--- config.mk ---
export PLATFORM = sky130hd
export DESIGN_NAME = load_store_unit_flat
export DESIGN_NICKNAME = d
export VERILOG_FILES = /design/src/rtl/load_store_unit_if.sv /design/src/rtl/load_store_unit.sv /design/src/flat_wrapper.sv
export SDC_FILE = /design/constraint.sdc
export NUM_CORES = 1
export LEC_CHECK = 0
export BUFFER_PORTS_ARGS = -buffer_cell sky130_fd_sc_hd__buf_2
export CORE_MARGIN = 5
export CORE_UTILIZATION = 44
export DETAILED_ROUTE_END_ITERATION = 8
export PLACE_DENSITY = 0.74
export SLEW_MARGIN = 20
export SYNTH_ARGS = -nofsm -noshare
export SYNTH_HDL_FRONTEND = slang
export SYNTH_SLANG_ARGS = --single-unit
--- constraint.sdc ---
create_clock -name clk -period 1.7 [get_ports clk]
set_input_delay 0.34 -clock clk [delete_from_list [all_inputs] [get_ports clk]]
set_output_delay 0.34 -clock clk [all_outputs]
set_load 0.03 [all_outputs]
--- src/rtl/load_store_unit_if.sv ---
// ---------------------------------------------------------------------------
// load_store_unit_if
//   Bundles the core-side request/response signals and the data-memory
//   req/gnt/rvalid port of the load/store unit.
//
//   Handshake semantics:
//     core side   : an op is accepted on a rising edge where i_valid & o_ready.
//                   The result arrives as a one-cycle o_done pulse, with
//                   o_rdata/o_misaligned valid in that same cycle.
//     memory side : a request is accepted on a rising edge where
//                   o_mem_req & i_mem_gnt. Until then o_mem_addr, o_mem_we,
//                   o_mem_be and o_mem_wdata stay stable. Read data is taken
//                   on any edge with i_mem_rvalid high while a load is in flight.
//
//   Modports:
//     slave  - the load/store unit (consumes i_*, drives o_* and dbg_state)
//     master - the environment: the EX stage and the data memory
//
//   Signals:
//     i_valid, o_ready             op request / unit idle
//     i_addr, i_wdata              effective address, store data (rs2)
//     i_funct3, i_store            RV32I funct3, 1=store 0=load
//     o_mem_req, o_mem_we          memory request, write enable
//     o_mem_addr, o_mem_wdata      word-aligned address, lane-replicated data
//     o_mem_be                     byte enables
//     i_mem_gnt, i_mem_rvalid      request accepted, read data valid
//     i_mem_rdata                  read data word
//     o_done, o_rdata              completion pulse, extended load result
//     o_misaligned                 trap flag, valid with o_done
//     dbg_state                    FSM state (0=IDLE, 1=REQ, 2=WAIT)
// ---------------------------------------------------------------------------
interface load_store_unit_if;
    logic        i_valid;
    logic        o_ready;
    logic [31:0] i_addr;
    logic [31:0] i_wdata;
    logic [2:0]  i_funct3;
    logic        i_store;
    logic        o_mem_req;
    logic        o_mem_we;
    logic [31:0] o_mem_addr;
    logic [31:0] o_mem_wdata;
    logic [3:0]  o_mem_be;
    logic        i_mem_gnt;
    logic        i_mem_rvalid;
    logic [31:0] i_mem_rdata;
    logic        o_done;
    logic [31:0] o_rdata;
    logic        o_misaligned;
    logic [1:0]  dbg_state;

    modport slave (
        input  i_valid, i_addr, i_wdata, i_funct3, i_store,
        input  i_mem_gnt, i_mem_rvalid, i_mem_rdata,
        output o_ready, o_mem_req, o_mem_we, o_mem_addr, o_mem_wdata, o_mem_be,
        output o_done, o_rdata, o_misaligned, dbg_state
    );

    modport master (
        output i_valid, i_addr, i_wdata, i_funct3, i_store,
        output i_mem_gnt, i_mem_rvalid, i_mem_rdata,
        input  o_ready, o_mem_req, o_mem_we, o_mem_addr, o_mem_wdata, o_mem_be,
        input  o_done, o_rdata, o_misaligned, dbg_state
    );
endinterface

--- src/rtl/load_store_unit.sv ---
// ---------------------------------------------------------------------------
// load_store_unit
//   Execute-stage RV32I load/store unit. The IALU result (rs1+imm) arrives
//   as the effective address. The unit performs LB/LH/LW/LBU/LHU/SB/SH/SW
//   over a req/gnt/rvalid data-memory port. It steers byte lanes, generates
//   byte enables, sign/zero-extends loads and flags misaligned or illegal
//   ops. The core stalls while o_ready is low.
//
//   Ports:
//     clk    rising-edge clock
//     rst_n  asynchronous active-low reset
//     bus    load_store_unit_if.slave (core request/response + memory port)
//
//   FSM: IDLE -> REQ (memory request held until gnt) -> WAIT (load data).
//   All outputs are registered. The minimum accept->o_done latency is
//   2 cycles with a zero-wait memory.
// ---------------------------------------------------------------------------
module load_store_unit #(
    parameter int XLEN = 32
) (
    input  logic              clk,
    input  logic              rst_n,
    load_store_unit_if.slave  bus
);

    typedef enum logic [1:0] {
        S_IDLE = 2'd0,
        S_REQ  = 2'd1,
        S_WAIT = 2'd2
    } state_t;

    state_t state_q, state_d;

    // Op context latched at accept
    logic [1:0]      lane_q;
    logic [2:0]      funct3_q;
    logic            store_q;

    // Registered outputs
    logic            mem_req_q;
    logic            mem_we_q;
    logic [XLEN-1:0] mem_addr_q;
    logic [XLEN-1:0] mem_wdata_q;
    logic [3:0]      mem_be_q;
    logic            done_q;
    logic            misaligned_q;
    logic [XLEN-1:0] rdata_q;

    // Control decode
    logic            accept;
    logic            illegal;
    logic            go_legal;
    logic            go_illegal;
    logic            gnt_now;
    logic            load_done;
    logic            store_done;

    // Datapath
    logic [XLEN-1:0] req_wdata;
    logic [3:0]      req_be;
    logic [7:0]      lane_byte;
    logic [15:0]     lane_half;
    logic [XLEN-1:0] load_result;

    assign accept     = bus.i_valid && (state_q == S_IDLE);
    assign go_legal   = accept && !illegal;
    assign go_illegal = accept && illegal;
    assign gnt_now    = (state_q == S_REQ) && bus.i_mem_gnt;
    assign store_done = gnt_now && store_q;
    // A grant and rvalid arriving together skip the WAIT state entirely.
    assign load_done  = (gnt_now && !store_q && bus.i_mem_rvalid) ||
                        ((state_q == S_WAIT) && bus.i_mem_rvalid);

    // Illegal encodings and misalignment both end in the same trap. The
    // access size is funct3[1:0] for loads and stores alike.
    always_comb begin
        illegal = 1'b0;
        if (bus.i_store) begin
            if (bus.i_funct3 > 3'b010) illegal = 1'b1;
        end else begin
            if ((bus.i_funct3 == 3'b011) || (bus.i_funct3[2:1] == 2'b11)) illegal = 1'b1;
        end
        case (bus.i_funct3[1:0])
            2'b01:   if (bus.i_addr[0]) illegal = 1'b1;
            2'b10:   if (bus.i_addr[1:0] != 2'b00) illegal = 1'b1;
            default: ;
        endcase
    end

    // Store data is replicated across all lanes so memory only has to honour
    // the byte enables. Loads always read the full word.
    always_comb begin
        req_wdata = '0;
        req_be    = 4'b1111;
        if (bus.i_store) begin
            case (bus.i_funct3[1:0])
                2'b00: begin
                    req_wdata = {4{bus.i_wdata[7:0]}};
                    req_be    = 4'b0001 << bus.i_addr[1:0];
                end
                2'b01: begin
                    req_wdata = {2{bus.i_wdata[15:0]}};
                    req_be    = 4'b0011 << {bus.i_addr[1], 1'b0};
                end
                default: begin
                    req_wdata = bus.i_wdata;
                    req_be    = 4'b1111;
                end
            endcase
        end
    end

    // Lane extraction and extension of the returned word
    always_comb begin
        lane_byte = bus.i_mem_rdata[7:0];
        case (lane_q)
            2'b01:   lane_byte = bus.i_mem_rdata[15:8];
            2'b10:   lane_byte = bus.i_mem_rdata[23:16];
            2'b11:   lane_byte = bus.i_mem_rdata[31:24];
            default: lane_byte = bus.i_mem_rdata[7:0];
        endcase
        lane_half = lane_q[1] ? bus.i_mem_rdata[31:16] : bus.i_mem_rdata[15:0];
        case (funct3_q)
            3'b000:  load_result = {{(XLEN-8){lane_byte[7]}}, lane_byte};
            3'b001:  load_result = {{(XLEN-16){lane_half[15]}}, lane_half};
            3'b100:  load_result = {{(XLEN-8){1'b0}}, lane_byte};
            3'b101:  load_result = {{(XLEN-16){1'b0}}, lane_half};
            default: load_result = bus.i_mem_rdata;
        endcase
    end

    // FSM next state
    always_comb begin
        state_d = state_q;
        case (state_q)
            S_IDLE: if (go_legal) state_d = S_REQ;
            S_REQ: begin
                if (bus.i_mem_gnt) begin
                    if (store_q || bus.i_mem_rvalid) state_d = S_IDLE;
                    else                             state_d = S_WAIT;
                end
            end
            S_WAIT:  if (bus.i_mem_rvalid) state_d = S_IDLE;
            default: state_d = S_IDLE;
        endcase
    end

    // FSM state register
    always_ff @(posedge clk or negedge rst_n) begin
        if (!rst_n) state_q <= S_IDLE;
        else        state_q <= state_d;
    end

    // Datapath and output registers
    always_ff @(posedge clk or negedge rst_n) begin
        if (!rst_n) begin
            lane_q       <= 2'b00;
            funct3_q     <= 3'b000;
            store_q      <= 1'b0;
            mem_req_q    <= 1'b0;
            mem_we_q     <= 1'b0;
            mem_addr_q   <= '0;
            mem_wdata_q  <= '0;
            mem_be_q     <= 4'b0000;
            done_q       <= 1'b0;
            misaligned_q <= 1'b0;
            rdata_q      <= '0;
        end else begin
            if (accept) begin
                lane_q   <= bus.i_addr[1:0];
                funct3_q <= bus.i_funct3;
                store_q  <= bus.i_store;
            end

            // Request fields stay frozen from accept until the grant edge.
            if (go_legal) begin
                mem_req_q   <= 1'b1;
                mem_we_q    <= bus.i_store;
                mem_addr_q  <= {bus.i_addr[XLEN-1:2], 2'b00};
                mem_wdata_q <= req_wdata;
                mem_be_q    <= req_be;
            end else if (gnt_now) begin
                mem_req_q   <= 1'b0;
                mem_we_q    <= 1'b0;
                mem_wdata_q <= '0;
                mem_be_q    <= 4'b0000;
            end

            done_q       <= go_illegal || store_done || load_done;
            misaligned_q <= go_illegal;
            if (load_done) rdata_q <= load_result;
        end
    end

    assign bus.o_ready      = (state_q == S_IDLE);
    assign bus.o_mem_req    = mem_req_q;
    assign bus.o_mem_we     = mem_we_q;
    assign bus.o_mem_addr   = mem_addr_q;
    assign bus.o_mem_wdata  = mem_wdata_q;
    assign bus.o_mem_be     = mem_be_q;
    assign bus.o_done       = done_q;
    assign bus.o_misaligned = misaligned_q;
    assign bus.o_rdata      = rdata_q;
    assign bus.dbg_state    = state_q;

endmodule

--- src/flat_wrapper.sv ---
// flat-port wrapper written by rule: the top's interface ports become plain ports
module load_store_unit_flat 
#(
    parameter int XLEN = 32
)
  (clk, rst_n, bus_i_valid, bus_i_addr, bus_i_wdata, bus_i_funct3, bus_i_store, bus_i_mem_gnt, bus_i_mem_rvalid, bus_i_mem_rdata, bus_o_ready, bus_o_mem_req, bus_o_mem_we, bus_o_mem_addr, bus_o_mem_wdata, bus_o_mem_be, bus_o_done, bus_o_rdata, bus_o_misaligned, bus_dbg_state);
  load_store_unit_if bus_i ();
  input  logic clk;
  input  logic rst_n;
  input wire logic [$bits(bus_i.i_valid)-1:0] bus_i_valid;
  input wire logic [$bits(bus_i.i_addr)-1:0] bus_i_addr;
  input wire logic [$bits(bus_i.i_wdata)-1:0] bus_i_wdata;
  input wire logic [$bits(bus_i.i_funct3)-1:0] bus_i_funct3;
  input wire logic [$bits(bus_i.i_store)-1:0] bus_i_store;
  input wire logic [$bits(bus_i.i_mem_gnt)-1:0] bus_i_mem_gnt;
  input wire logic [$bits(bus_i.i_mem_rvalid)-1:0] bus_i_mem_rvalid;
  input wire logic [$bits(bus_i.i_mem_rdata)-1:0] bus_i_mem_rdata;
  output wire logic [$bits(bus_i.o_ready)-1:0] bus_o_ready;
  output wire logic [$bits(bus_i.o_mem_req)-1:0] bus_o_mem_req;
  output wire logic [$bits(bus_i.o_mem_we)-1:0] bus_o_mem_we;
  output wire logic [$bits(bus_i.o_mem_addr)-1:0] bus_o_mem_addr;
  output wire logic [$bits(bus_i.o_mem_wdata)-1:0] bus_o_mem_wdata;
  output wire logic [$bits(bus_i.o_mem_be)-1:0] bus_o_mem_be;
  output wire logic [$bits(bus_i.o_done)-1:0] bus_o_done;
  output wire logic [$bits(bus_i.o_rdata)-1:0] bus_o_rdata;
  output wire logic [$bits(bus_i.o_misaligned)-1:0] bus_o_misaligned;
  output wire logic [$bits(bus_i.dbg_state)-1:0] bus_dbg_state;
  assign bus_i.i_valid = bus_i_valid;
  assign bus_i.i_addr = bus_i_addr;
  assign bus_i.i_wdata = bus_i_wdata;
  assign bus_i.i_funct3 = bus_i_funct3;
  assign bus_i.i_store = bus_i_store;
  assign bus_i.i_mem_gnt = bus_i_mem_gnt;
  assign bus_i.i_mem_rvalid = bus_i_mem_rvalid;
  assign bus_i.i_mem_rdata = bus_i_mem_rdata;
  assign bus_o_ready = bus_i.o_ready;
  assign bus_o_mem_req = bus_i.o_mem_req;
  assign bus_o_mem_we = bus_i.o_mem_we;
  assign bus_o_mem_addr = bus_i.o_mem_addr;
  assign bus_o_mem_wdata = bus_i.o_mem_wdata;
  assign bus_o_mem_be = bus_i.o_mem_be;
  assign bus_o_done = bus_i.o_done;
  assign bus_o_rdata = bus_i.o_rdata;
  assign bus_o_misaligned = bus_i.o_misaligned;
  assign bus_dbg_state = bus_i.dbg_state;
  load_store_unit #(.XLEN(XLEN)) u_core (.clk(clk), .rst_n(rst_n), .bus(bus_i));
endmodule
==> results_dict.tcl <==
set metrics [dict create \
    power_mw 11.2 \
    die_h_um 118 \
    grt_max_degree 60 \
    drc 0 \
    root_buffer "clkbuf_16" \
    stdcell_area_um2 7000 \
    dp.cells 830 \
    tightest_slew_ns 0.507 \
    syn_to_final_growth_pct 35.5 \
    clock_skew_ns 0.00438 \
    synth_area_leaders "dfrtp_1 (53%), mux2_2 (11%), a32o_1 (6.2%)" \
    setup_viol 0 \
    wl_um 14900 \
    cp-end-kind "flip-flop" \
    grt_pass1_vias 4798 \
    htree_levels 3 \
    initial_core_util 0.450 \
    viasPerCell 5.41 \
    post-synth-top-area-cell "dfrtp_1" \
    start_kind "flip-flop" \
    cts_buffers 9 \
    io_buffers 209 \
    fp.dieW_um 118 \
    power_density_nw_per_um2 1600 \
    dr.pass1.iters 4 \
    antenna_found_initial 0 \
    ff_latch_area_um2 2760 \
    yosys_warnings 0 \
    grt_usage 0.213 \
    post-place-ws_ns -0.162 \
    synth_ff_type "dfrtp_1" \
    finalMaxSlewViolations 0 \
    clk_latency_ns 0.35 \
    hpwl_um 11400 \
    fin_crit_sh 0.948 \
    initialDrtViolationCount 364 \
    cap_violations 0 \
    hold_path_class "primary input to flip-flop" \
    synth.top_cell.area_share 0.533 \
    ys_seq_elements 110 \
    max_freq_ghz 0.621 \
    fillCellCount 966 \
    dieArea_um2 14000 \
    multi_input_area_um2 2200 \
    ant_nets 0 \
    met2_length_um 7500 \
    worst_slack_ns 0.0885 \
    worst_ep_arrival_time_ns 1.84 \
    maxSlewHeadroom 0.659 \
    vias 4589 \
    final.min_clock_period_ns 1.61 \
    routabilityCongestion 0.884 \
    nets 809 \
    outcome "finished, final reports clean" \
    post_route_cells_drive_above_1_share 0.468 \
    hold_viol_final 0 \
    async_flop_share 1.00 \
    gr-total-overflow 0 \
    synth_commonest_cells "dfrtp_1 (110), nand2_1 (69), mux2_2 (49)" \
    vdd_drop_max_mv 1.07 \
    synth_area_um2 5160 \
    cp_data_required_time_ns 1.93 \
    post_dp_cell_area_um2 6610 \
    routedLengthMet1_um 5960 \
    ioPinCount 212 \
    synthMostInstantiatedCell "dfrtp_1" \
    final_cells 848 \
    cts_max_path_buffers 2 \
    cts.sinks 110 \
    grt_pass1_wl_um 24600 \
    critPathKind "flip-flop to flip-flop" \
    syn_inst 473 \
    cts_tree "built" \
    routed.top_layer "met4" \
    synth-edff-count 0 \
    cts.clk_slew.worst_paths_ns 0.07 \
    finalSetupTns_ns 0 \
    num_rows 39 \
    met3_length_um 1310 \
    critPathMaxFanout 6 \
    wl_per_cell_um 17.6 \
    core_um2 11500 \
    num_antenna_cells 0 \
    ys_seq_area_frac 0.533 \
    ys_types 41 \
    syn_avg_cell_area_um2 10.9 \
    p_leak_nw 3.57 \
]
[cell usage in the layout (no fill, tap or decap), types with 2 or more instances in the layout]
cell | netlist | routed
buf_2 | 15 | 208
dfrtp_1 | 110 | 108
nand2_1 | 69 | 68
mux2_2 | 49 | 49
nor2_1 | 32 | 32
a32o_1 | 32 | 32
buf_4 | 5 | 32
o21ai_0 | 27 | 27
inv_1 | 14 | 14
nand3_1 | 14 | 14
mux2i_1 | 9 | 9
o211ai_1 | 9 | 9
clkbuf_16 | 0 | 9
a221oi_1 | 8 | 8
a22oi_1 | 8 | 8
buf_12 | 0 | 8
nor3_1 | 7 | 7
o21a_1 | 8 | 7
nor2b_1 | 5 | 5
nand2b_1 | 4 | 4
a21oi_1 | 4 | 4
ha_1 | 4 | 4
a31oi_1 | 3 | 3
nor4_1 | 3 | 3
clkbuf_8 | 0 | 3
buf_6 | 2 | 3
a21o_1 | 2 | 2
conb_1 | 1 | 2
dfrtp_2 | 0 | 2
[flip-flops by register name, indices dropped and copies added, names as in the netlist]
| register | cells |
|---|---|
| u_core.store_q | 1 |
| u_core.bus.o_mem_be | 4 |
| u_core.bus.o_mem_req | 1 |
| u_core.lane_q | 2 |
| u_core.bus.o_mem_addr | 30 |
| u_core.bus.o_mem_wdata | 32 |
| u_core.funct3_q | 3 |
| u_core.bus.o_rdata | 32 |
| u_core.bus.o_misaligned | 1 |
| u_core.bus.o_done | 1 |
| u_core.bus.o_mem_we | 1 |
| u_core.bus.dbg_state | 2 |
[logic make-up (layout without fill, tap and decap cells)]
family,after synthesis,in the layout,synth area share
AOI/OAI and AO/OA,107,107,0.159
adders and majority gates,4,4,0.00970
buffers and inverters,52,283,0.0482
DFF,110,110,0.533
muxes,58,58,0.124
other,1,2,0.000726
and+or+nand+nor,141,141,0.125
[critical path, cell delays in order (launching register included)]
cell,delay [ns]
dfrtp_2,0.45
and4bb_2,0.38
o21ai_4,0.10
nor4_4,0.29
buf_4,0.19
a221oi_1,0.07
[final timing paths]
| kind | from | end | slack [ns] | cells after the start |
|---|---|---|---|---|
| max | u_core.bus.dbg_state[1]$_DFFE_PN0P_ | u_core.bus.o_rdata[14]$_DFFE_PN0P_ | 0.09 | 5 |
| min | bus_i_mem_rvalid | u_core.bus.dbg_state[1]$_DFFE_PN0P_ | 0.21 | 2 |
| max reg2reg | u_core.bus.dbg_state[1]$_DFFE_PN0P_ | u_core.bus.o_rdata[14]$_DFFE_PN0P_ | 0.09 | 5 |
| min reg2reg | u_core.bus.o_rdata[1]$_DFFE_PN0P_ | u_core.bus.o_rdata[1]$_DFFE_PN0P_ | 0.48 | 2 |
| max in group asynchronous | rst_n | u_core.bus.dbg_state[1]$_DFFE_PN0P_ | 0.88 | 3 |
| min in group asynchronous | rst_n | u_core.bus.o_rdata[28]$_DFFE_PN0P_ | 0.52 | 3 |
[stage by stage]
stage,hold WS (ns),util
2_1_floorplan,0.0444,-
3_3_place_gp,0.374,0.576
3_5_place_dp,0.367,0.576
4_1_cts,0.162,0.606
5_1_grt,0.204,0.610
6_report,0.211,0.610
[cell type report]
class,instances,share of cell area
Inverter,15,0.00805
Sequential cell,110,0.394
Multi-Input combinational cell,312,0.315
Clock buffer,12,0.0381
Timing Repair Buffer,252,0.212
Clock inverter,4,0.00751
Tap cell,143,0.0256
[routing by layer]
metal / vias up / global-route usage
li1: 2147 / -
met4: 0 / 0.0552
met5: - / 0
met3: 16 / 0.0745
met1: 2234 / 0.270
met2: 192 / 0.351
[power breakdown]
group          leakage, nW  switching, mW  internal [mW]  total, mW
Clock                0.159          0.969           1.27       2.24
Combinational         2.04           3.18           1.69       4.87
Sequential            1.37          0.541           3.53       4.07
Total                 3.57           4.69           6.49       11.2
[repair_timing]
action                                 CTS  global route
setup endpoints to repair               16            23
resized for setup                        2             6
setup buffers                            0             1
endpoints found under the hold margin   42             0
hold buffers                             1             0
pin swaps                                0             2
No activity file was read; power rests on OpenSTA's default activity.
